===== src/rtl/mux_pkg.sv =====
// Shared constants for the N-channel registered multiplexer (mode codes, counter sizing).
package mux_pkg;

  localparam logic MODO_FIXO = 1'b0;
  localparam logic MODO_RR   = 1'b1;

  localparam int              CONT_W   = 16;
  localparam logic [CONT_W-1:0] CONT_MAX = 16'hFFFF;

  // Round-robin pointer successor: the channel after the last winner, wrapping at n.
  function automatic int ptr_seguinte(input int g, input int n);
    return (g == n - 1) ? 0 : g + 1;
  endfunction

endpackage


===== src/rtl/rr_arbitro_n.sv =====
// Combinational round-robin picker: first requester at or after ptr, wrapping at N.
module rr_arbitro_n
  import mux_pkg::*;
#(
  parameter  int N     = 4,
  localparam int SEL_W = $clog2(N)
) (
  input  logic [N-1:0]     req,
  input  logic [SEL_W-1:0] ptr,
  output logic             gnt_valid,
  output logic [SEL_W-1:0] gnt_idx
);

  int idx;

  // Scan from the farthest offset down so the nearest requester to ptr is assigned last.
  always_comb begin
    gnt_valid = 1'b0;
    gnt_idx   = '0;
    idx       = 0;
    for (int k = N - 1; k >= 0; k--) begin
      idx = int'(ptr) + k;
      if (idx >= N) idx = idx - N;
      if (req[idx]) begin
        gnt_valid = 1'b1;
        gnt_idx   = SEL_W'(idx);
      end
    end
  end

endmodule


===== src/rtl/mux_n_para_1_rr.sv =====
// N-channel, W-bit registered multiplexer with fixed-select and round-robin modes.
// Optional per-channel saturating transfer counters when MUX_N_CONTADOR_EN is defined.
module mux_n_para_1_rr
  import mux_pkg::*;
#(
  parameter  int N_CANAIS = 4,
  parameter  int LARGURA  = 8,
  localparam int SEL_W    = $clog2(N_CANAIS)
) (
  input  logic                          clk,
  input  logic                          rst_n,
  input  logic [N_CANAIS*LARGURA-1:0]   in_data,
  input  logic [N_CANAIS-1:0]           in_valid,
  output logic [N_CANAIS-1:0]           in_ready,
  input  logic                          modo,
  input  logic [SEL_W-1:0]              sel,
  output logic [LARGURA-1:0]            out_data,
  output logic [SEL_W-1:0]              out_canal,
  output logic                          out_valid,
  input  logic                          out_ready
`ifdef MUX_N_CONTADOR_EN
  ,output logic [N_CANAIS*CONT_W-1:0]   contagem
`endif
);

  // Handshake: a beat moves on any edge where valid and ready are both high on the
  // same channel; ready never depends on a beat being accepted later, and a producer
  // must hold valid/data until it sees ready. The output register pops on out_valid &
  // out_ready and may be reloaded in that same cycle.

  localparam int N_EXT = 1 << SEL_W;

  logic             load_en;
  logic             xfer;
  logic             rr_valid;
  logic [SEL_W-1:0] rr_idx;
  logic             fixo_valid;
  logic             gnt_valid;
  logic [SEL_W-1:0] gnt_idx;
  logic [SEL_W-1:0] ptr;
  logic [N_EXT-1:0] valid_ext;
  logic [LARGURA-1:0] dado_sel;

  rr_arbitro_n #(.N(N_CANAIS)) u_rr (
    .req       (in_valid),
    .ptr       (ptr),
    .gnt_valid (rr_valid),
    .gnt_idx   (rr_idx)
  );

  // Zero-extension makes any sel beyond the last channel read as "not valid".
  assign valid_ext  = N_EXT'(in_valid);
  assign fixo_valid = valid_ext[sel];

  always_comb begin
    gnt_valid = 1'b0;
    gnt_idx   = '0;
    if (modo == MODO_RR) begin
      gnt_valid = rr_valid;
      gnt_idx   = rr_idx;
    end else begin
      gnt_valid = fixo_valid;
      gnt_idx   = sel;
    end
  end

  assign load_en  = !out_valid || out_ready;
  assign xfer     = load_en && gnt_valid;
  assign in_ready = xfer ? (N_CANAIS'(1) << gnt_idx) : '0;
  assign dado_sel = in_data[gnt_idx*LARGURA +: LARGURA];

  always_ff @(posedge clk or negedge rst_n) begin
    if (!rst_n) begin
      out_valid <= 1'b0;
      out_data  <= '0;
      out_canal <= '0;
    end else if (load_en) begin
      out_valid <= gnt_valid;
      if (gnt_valid) begin
        out_data  <= dado_sel;
        out_canal <= gnt_idx;
      end
    end
  end

  always_ff @(posedge clk or negedge rst_n) begin
    if (!rst_n) begin
      ptr <= '0;
    end else if (xfer && modo == MODO_RR) begin
      ptr <= SEL_W'(ptr_seguinte(int'(gnt_idx), N_CANAIS));
    end
  end

`ifdef MUX_N_CONTADOR_EN
  for (genvar i = 0; i < N_CANAIS; i++) begin : g_cont
    logic [CONT_W-1:0] cont;

    always_ff @(posedge clk or negedge rst_n) begin
      if (!rst_n) begin
        cont <= '0;
      end else if (in_valid[i] && in_ready[i] && cont != CONT_MAX) begin
        cont <= cont + 1'b1;
      end
    end

    assign contagem[i*CONT_W +: CONT_W] = cont;
  end
`endif

endmodule

===== config.mk =====
export PLATFORM = sky130hd
export DESIGN_NAME = mux_n_para_1_rr
export DESIGN_NICKNAME = d
export VERILOG_FILES = /design/src/rtl/mux_pkg.sv /design/src/rtl/rr_arbitro_n.sv /design/src/rtl/mux_n_para_1_rr.sv
export SDC_FILE = /design/constraint.sdc
export NUM_CORES = 1
export LEC_CHECK = 0
export CAP_MARGIN = 20
export CORE_MARGIN = 1.5
export CORE_UTILIZATION = 48
export DETAILED_ROUTE_END_ITERATION = 16
export GPL_ROUTABILITY_DRIVEN = 0
export PLACE_DENSITY = 0.91
export SYNTH_ARGS = -nofsm -noshare
export SYNTH_HDL_FRONTEND = slang
export SYNTH_SLANG_ARGS = --single-unit
export TNS_END_PERCENT = 30

===== constraint.sdc =====
create_clock -name clk -period 4.7 [get_ports clk]
set_clock_uncertainty 0.05 [all_clocks]
set_input_delay 0.705 -clock clk [delete_from_list [all_inputs] [get_ports clk]]
set_output_delay 0.705 -clock clk [all_outputs]
set_load 0.05 [all_outputs]

# After elaboration in Yosys (flattened, before gate mapping)
# Index checks and enable logic that the tools add are counted.
[op_classes]
add_sub_neg = 8
multipliers = 0
n_div = 0
magnitude_cmp = 9
n_eq_ne = 1
shifts = 2
n_mux = 30
bitwise = 0
n_reduce_logical = 5
[ops]
columns = ["cell", "n"]
rows = [
  ["< comparator 32 x 4 -> 1 bit, second input constant", 4],
  ["two-way mux 32 bit", 4],
  [">= comparator 32 x 4 -> 1 bit, second input constant", 3],
  ["subtractor 32 x 4 -> 32 bit, second input constant", 3],
  ["variable part select 32 x 6 -> 8 bit", 1],
  ["two-way mux 1 bit", 14],
  ["two-way mux 2 bit", 6],
  ["binary-select mux 1 bit (select 2 bit)", 5],
  ["adder 2 x 2 -> 3 bit, second input constant", 2],
  ["two-way mux 4 bit", 1],
  ["<< shifter 1 x 2 -> 4 bit, first input constant", 1],
  ["subtractor 2 x 3 -> 4 bit, second input constant", 1],
  ["adder 2 x 1 -> 3 bit, second input constant", 1],
  [">= comparator 2 x 3 -> 1 bit, second input constant", 1],
  ["< comparator 2 x 3 -> 1 bit, second input constant", 1],
  ["adder 2 x 1 -> 2 bit, second input constant", 1],
  ["equality test 2 x 1 -> 1 bit, second input constant", 1],
  ["logical AND 1 bit", 2],
  ["AND reduction 2 bit", 1],
  ["zero test 1 bit", 1],
  ["logical OR 1 bit", 1],
]
[word_totals]
register_bits = 13
latch_bits = 0
mem_bits_rw = 0
rom_bits = 0
in_bits = 42
out_inout_bits = 15
elab_cells = 59
n_memories = 0

# Longest topological paths before layout
[logic_depth]
depth_word = 13
ltp_mapped = 9
ltp_nobuf = 5

# Hierarchy
# From an unflattened synthesis, not the netlist that was laid out.
[unflattened]
hier_cells = 86
hier_area_um2 = 1016.0
[by_module_without_submodules]
columns = ["module", "instances", "cells_each", "area_each_um2", "seq_area_each_um2"]
rows = [
  ["mux_n_para_1_rr", 1, 73, 938.4, 325.3],
  ["rr_arbitro_n", 1, 13, 77.6, 0.0],
]

# Worst setup path before layout
# OpenSTA, ideal clock, no wires.
[synth_timing]
path_kind = "in2out"
start = "input modo"
end = "output in_ready[3]"
t_arrival_ns = 2.689
required_ns = 3.945
slack_ns = 1.256
cell_stages = 6
path_buffers = 4
path_cell_list = "buf_4 > nand2b_1 > buf_4 > buf_6 > clkbuf_1 > a211oi_1"
[synth_via]
elab_chain_len = 3
word_cells_on_any_way = 5
cone_classes = "shift (1); mux (3); reduce/logical (1)"
[synth_rtl]
columns = ["item", "line_no", "rtl"]
rows = [
  ["start: declaration", "mux_n_para_1_rr.sv:15", "input logic modo,"],
  ["two-way mux 2 bit or two-way mux 1 bit (tied branches)", "mux_n_para_1_rr.sv:58", "if (modo == MODO_RR) begin"],
  ["<< shifter 1 x 2 -> 4 bit or logical AND 1 bit (tied branches)", "mux_n_para_1_rr.sv:69, mux_n_para_1_rr.sv:68", ""],
  ["two-way mux 4 bit *", "mux_n_para_1_rr.sv:69", "assign in_ready = xfer ? (N_CANAIS'(1) << gnt_idx) : '0;"],
  ["end: declaration", "mux_n_para_1_rr.sv:14", "output logic [N_CANAIS-1:0] in_ready,"],
]
# Every way passes the cells marked *; elsewhere a longest branch is shown, timed or not.

# Final worst setup path
[layout_timing]
start = "input in_valid[3]"
end = "output in_ready[0]"
[layout_via]
elab_chain_len = 10
word_cells_on_any_way = 27
cone_classes = "shift (1); mux (25); reduce/logical (1)"
[layout_rtl]
columns = ["item", "line_no", "rtl"]
rows = [
  ["start: declaration", "mux_n_para_1_rr.sv:13", "input logic [N_CANAIS-1:0] in_valid,"],
  ["binary-select mux 1 bit (select 2 bit)", "rr_arbitro_n.sv:24", "if (req[idx]) begin"],
  ["two-way mux 1 bit (not written as such) (2 in series)", "rr_arbitro_n.sv:24", ""],
  ["two-way mux 2 bit or two-way mux 1 bit (tied branches) (4 in series)", "rr_arbitro_n.sv:24", ""],
  ["two-way mux 2 bit or two-way mux 1 bit (tied branches)", "mux_n_para_1_rr.sv:58", ""],
  ["<< shifter 1 x 2 -> 4 bit or logical AND 1 bit (tied branches)", "mux_n_para_1_rr.sv:69, mux_n_para_1_rr.sv:68", ""],
  ["two-way mux 4 bit *", "mux_n_para_1_rr.sv:69", ""],
]
# Every way passes the cells marked *; elsewhere a longest branch is shown, timed or not. The select of a mux whose other input is x is not followed.

==> metrics.cfg <==
[finish]
final_util_pct=68.7
diodes=0
syn_to_final_growth_pct=37.6
nets=278
instances_no_fill=279
drive_gt1_share_pct=12.3

[critical_path]
crit_top_cell=clkdlybuf4s50_1
cp_max_fo=9
cp-start-kind=input pin
arrival_ns=3.29
slowest_stage=clkdlybuf4s50_1
r2r_start=ptr[0]
cp.required_ns=3.94
reg2reg_depth=6
rr_endpoint=out_data[3]
crit_chain=clkdlybuf4s50_1 > nor4b_1 > a211o_1 > a221oi_4 > nor3b_2 > clkdlybuf4s50_1
r2r_slack_ns=2.53
endpoint_kind=output pin
criticalPathCategory=input pin to output pin
slowest_delay_ns=0.81

[synth]
syn_area_per_cell_um2=8.08
yosysWarnings=0
synth_top_area_share_pct=21.5
synth_cell_types=41
synthesis.area_um2=1510
syn_inst=187
ys_async_sr_fraction_pct=100
synth_area_leaders=dfrtp_1 (22%), nand2_1 (11%), o31ai_2 (7.5%)
synth_edf_count=0
synth_fp_nets=229
ys_seq_elements=13
ys_seq_area_share_pct=21.5
yosys.area.top_type=dfrtp_1
synthFlopType=dfrtp_1

[sta]
min_period_over_period_pct=86.2
rsz0062_at_grt=no
timing.fmax_ghz=0.247
slew_violations=0
tightestPinTransition_ns=0.667
tns_ns=0
setup_violations=0
fin_crit_ns=4.05
max_slew_margin_pct=55.5
hold_viol=0

[route]
post-route-drc-count=0
wl_per_cell_um=14.1
drt_iter0_markers=103
vias=1640
viasPerCell=5.88
routed_wl_um=3930
dr.pass1.iters=5
ant_nets=0

[cts]
clock_path_buffers=2
post_cts_resize_count=0
path_clk_slew_ns=0.08
clkLatencyLatePin_ns=0.27
htree_levels=1
cts_buffers=3
cts_root_buf=clkbuf_4
holdBufCountCts=0
cts_setup_buffers=0
clkSinkCount=13
cts_tree=yes

[power]
combPwrFrac_pct=64.4
p_int_mw=0.342
pwr-share-seq_pct=25.2
p_sw_mw=0.310
cellLeakagePower_nw=0.900
p_per_area_nw_per_um2=314
power_frac_clock_pct=10.4
swShare_pct=47.6
ir_drop_v=0.000135

[floorplan]
num_io_pins=57
die_x_um=59.1
core-area_um2=3030
initial_utilization_pct=49.9
rows=20
chipHeight_um=59.1
die_area_um2=3490

[global_route]
antenna_found_initial=0
grt_max_degree=37
grt_pass1_vias=1458
grt_pass1_wl_um=6580
grt_use_total_pct=23.9
grt_remaining_overflow=0

[hold_path]
hold_class=flop to flop
min_to=out_data[6]
hp-start=out_data[6]
min_path_cells=2

[status]
outcome=complete, no violations

[placement]
port_buffers=56
hpwl_um=2930
dp.cells=274

[run]
drv_cap=0

==> power by group through the flow <==
| stage | combinational [mW] | sequential, mW | clock (mW) |
|---|---|---|---|
| after floorplan | 0.203 | 0.255 | 0 |
| after global placement | 0.410 | 0.166 | 0 |
| after detailed placement | 0.418 | 0.166 | 0 |
| after CTS | 0.420 | 0.164 | 0.0681 |
| after global routing | 0.450 | 0.169 | 0.0723 |
| final | 0.420 | 0.164 | 0.0678 |
==> metal layers <==
metal | global-route usage, % | share of wire, % | wire length, um | up-vias
li1 | - | - | - | 813
met1 | 32.9 | 45 | 1760 | 750
met2 | 39.5 | 48 | 1870 | 69
met3 | 2.40 | 6.0 | 234 | 8
met4 | 7.14 | 1.6 | 63 | 0
met5 | 0 | 0 | 0 | -
==> placed cells by master (no fill, tap or decap), types with 2 or more instances in the layout <==
cell and n:
clkdlybuf4s50_1 56, nand2_1 46, nand3_1 17, dfrtp_1 13
and3_1 10, o31ai_2 9, o211ai_1 8, o311a_1 8
o211a_1 8, buf_4 7, o311ai_0 6, nor3_1 5
nor3_2 4, nand2b_1 3, clkbuf_4 3, inv_1 2
a21o_1 2, o21ai_1 2, nor2b_1 2, a21oi_1 2
o311ai_1 2
==> critical path, delay by kind of cell <==
kind	cells	cell delay (ns)
buffers and inverters	2	1.35
AO/OA/AOI/OAI	2	0.79
AND/OR/NAND/NOR	2	0.45
==> cell type report <==
type / instances / area (um2)
Fill cell: 247 / 948
Inverter: 2 / 7.51
Timing Repair Buffer: 63 / 613
Sequential cell: 13 / 325
Multi-Input combinational cell: 153 / 1050
Tap cell: 44 / 55.1
Clock buffer: 4 / 26.3
==> cell usage after synthesis (2+ instances only) <==
cell	n
a21o_1	2
a21oi_1	2
and3_1	10
buf_2	5
buf_4	7
buf_6	3
clkbuf_1	4
dfrtp_1	13
inv_1	2
nand2_1	46
nand2b_1	3
nand3_1	17
nor2b_1	2
nor3_1	5
nor3_2	4
o211a_1	8
o211ai_1	8
o21ai_1	2
o311a_1	8
o311ai_0	6
o311ai_1	2
o31ai_2	9
==> flip-flops by register name (all words and copies together), names as in the netlist <==
register / cells
out_data: 8
ptr: 2
out_canal: 2
out_valid: 1
==> how the worst max path moves through the flow <==
stage / from / end / slack [ns] / depth (start not counted)
finish: in_valid[3] / in_ready[0] / 0.65 / 6
global route: in_valid[3] / in_ready[3] / 0.49 / 7
CTS: in_valid[3] / in_ready[0] / 0.64 / 6
detailed placement: in_valid[3] / in_ready[0] / 0.65 / 6
global placement: in_valid[3] / in_ready[0] / 0.74 / 6
floorplan: modo / in_ready[3] / 1.26 / 6
==> kinds of logic (layout without fill, tap and decap cells) <==
| kind of cell | count (synthesis) | after routing | synth area share (%) |
|---|---|---|---|
| AOI/OAI and AO/OA | 56 | 56 | 35.3 |
| buffers and inverters | 21 | 69 | 8.86 |
| DFF | 13 | 13 | 21.5 |
| muxes | 3 | 3 | 2.90 |
| and+or+nand+nor | 94 | 94 | 31.5 |
==> per-stage QoR <==
| step | worst slack, ns | instance area, um2 | total power [mW] | hold WS (ns) |
|---|---|---|---|---|
| after floorplan | 1.26 | 1510 | 0.457 | 0.359 |
| final | 0.650 | 2080 | 0.652 | 0.437 |
| after global routing | 0.490 | 2080 | 0.691 | 0.456 |
| after global placement | 0.742 | 2050 | 0.575 | 0.418 |
| after detailed placement | 0.650 | 2050 | 0.584 | 0.422 |
| after CTS | 0.642 | 2070 | 0.652 | 0.438 |
Note: power is estimated with default switching activity, not from simulation.
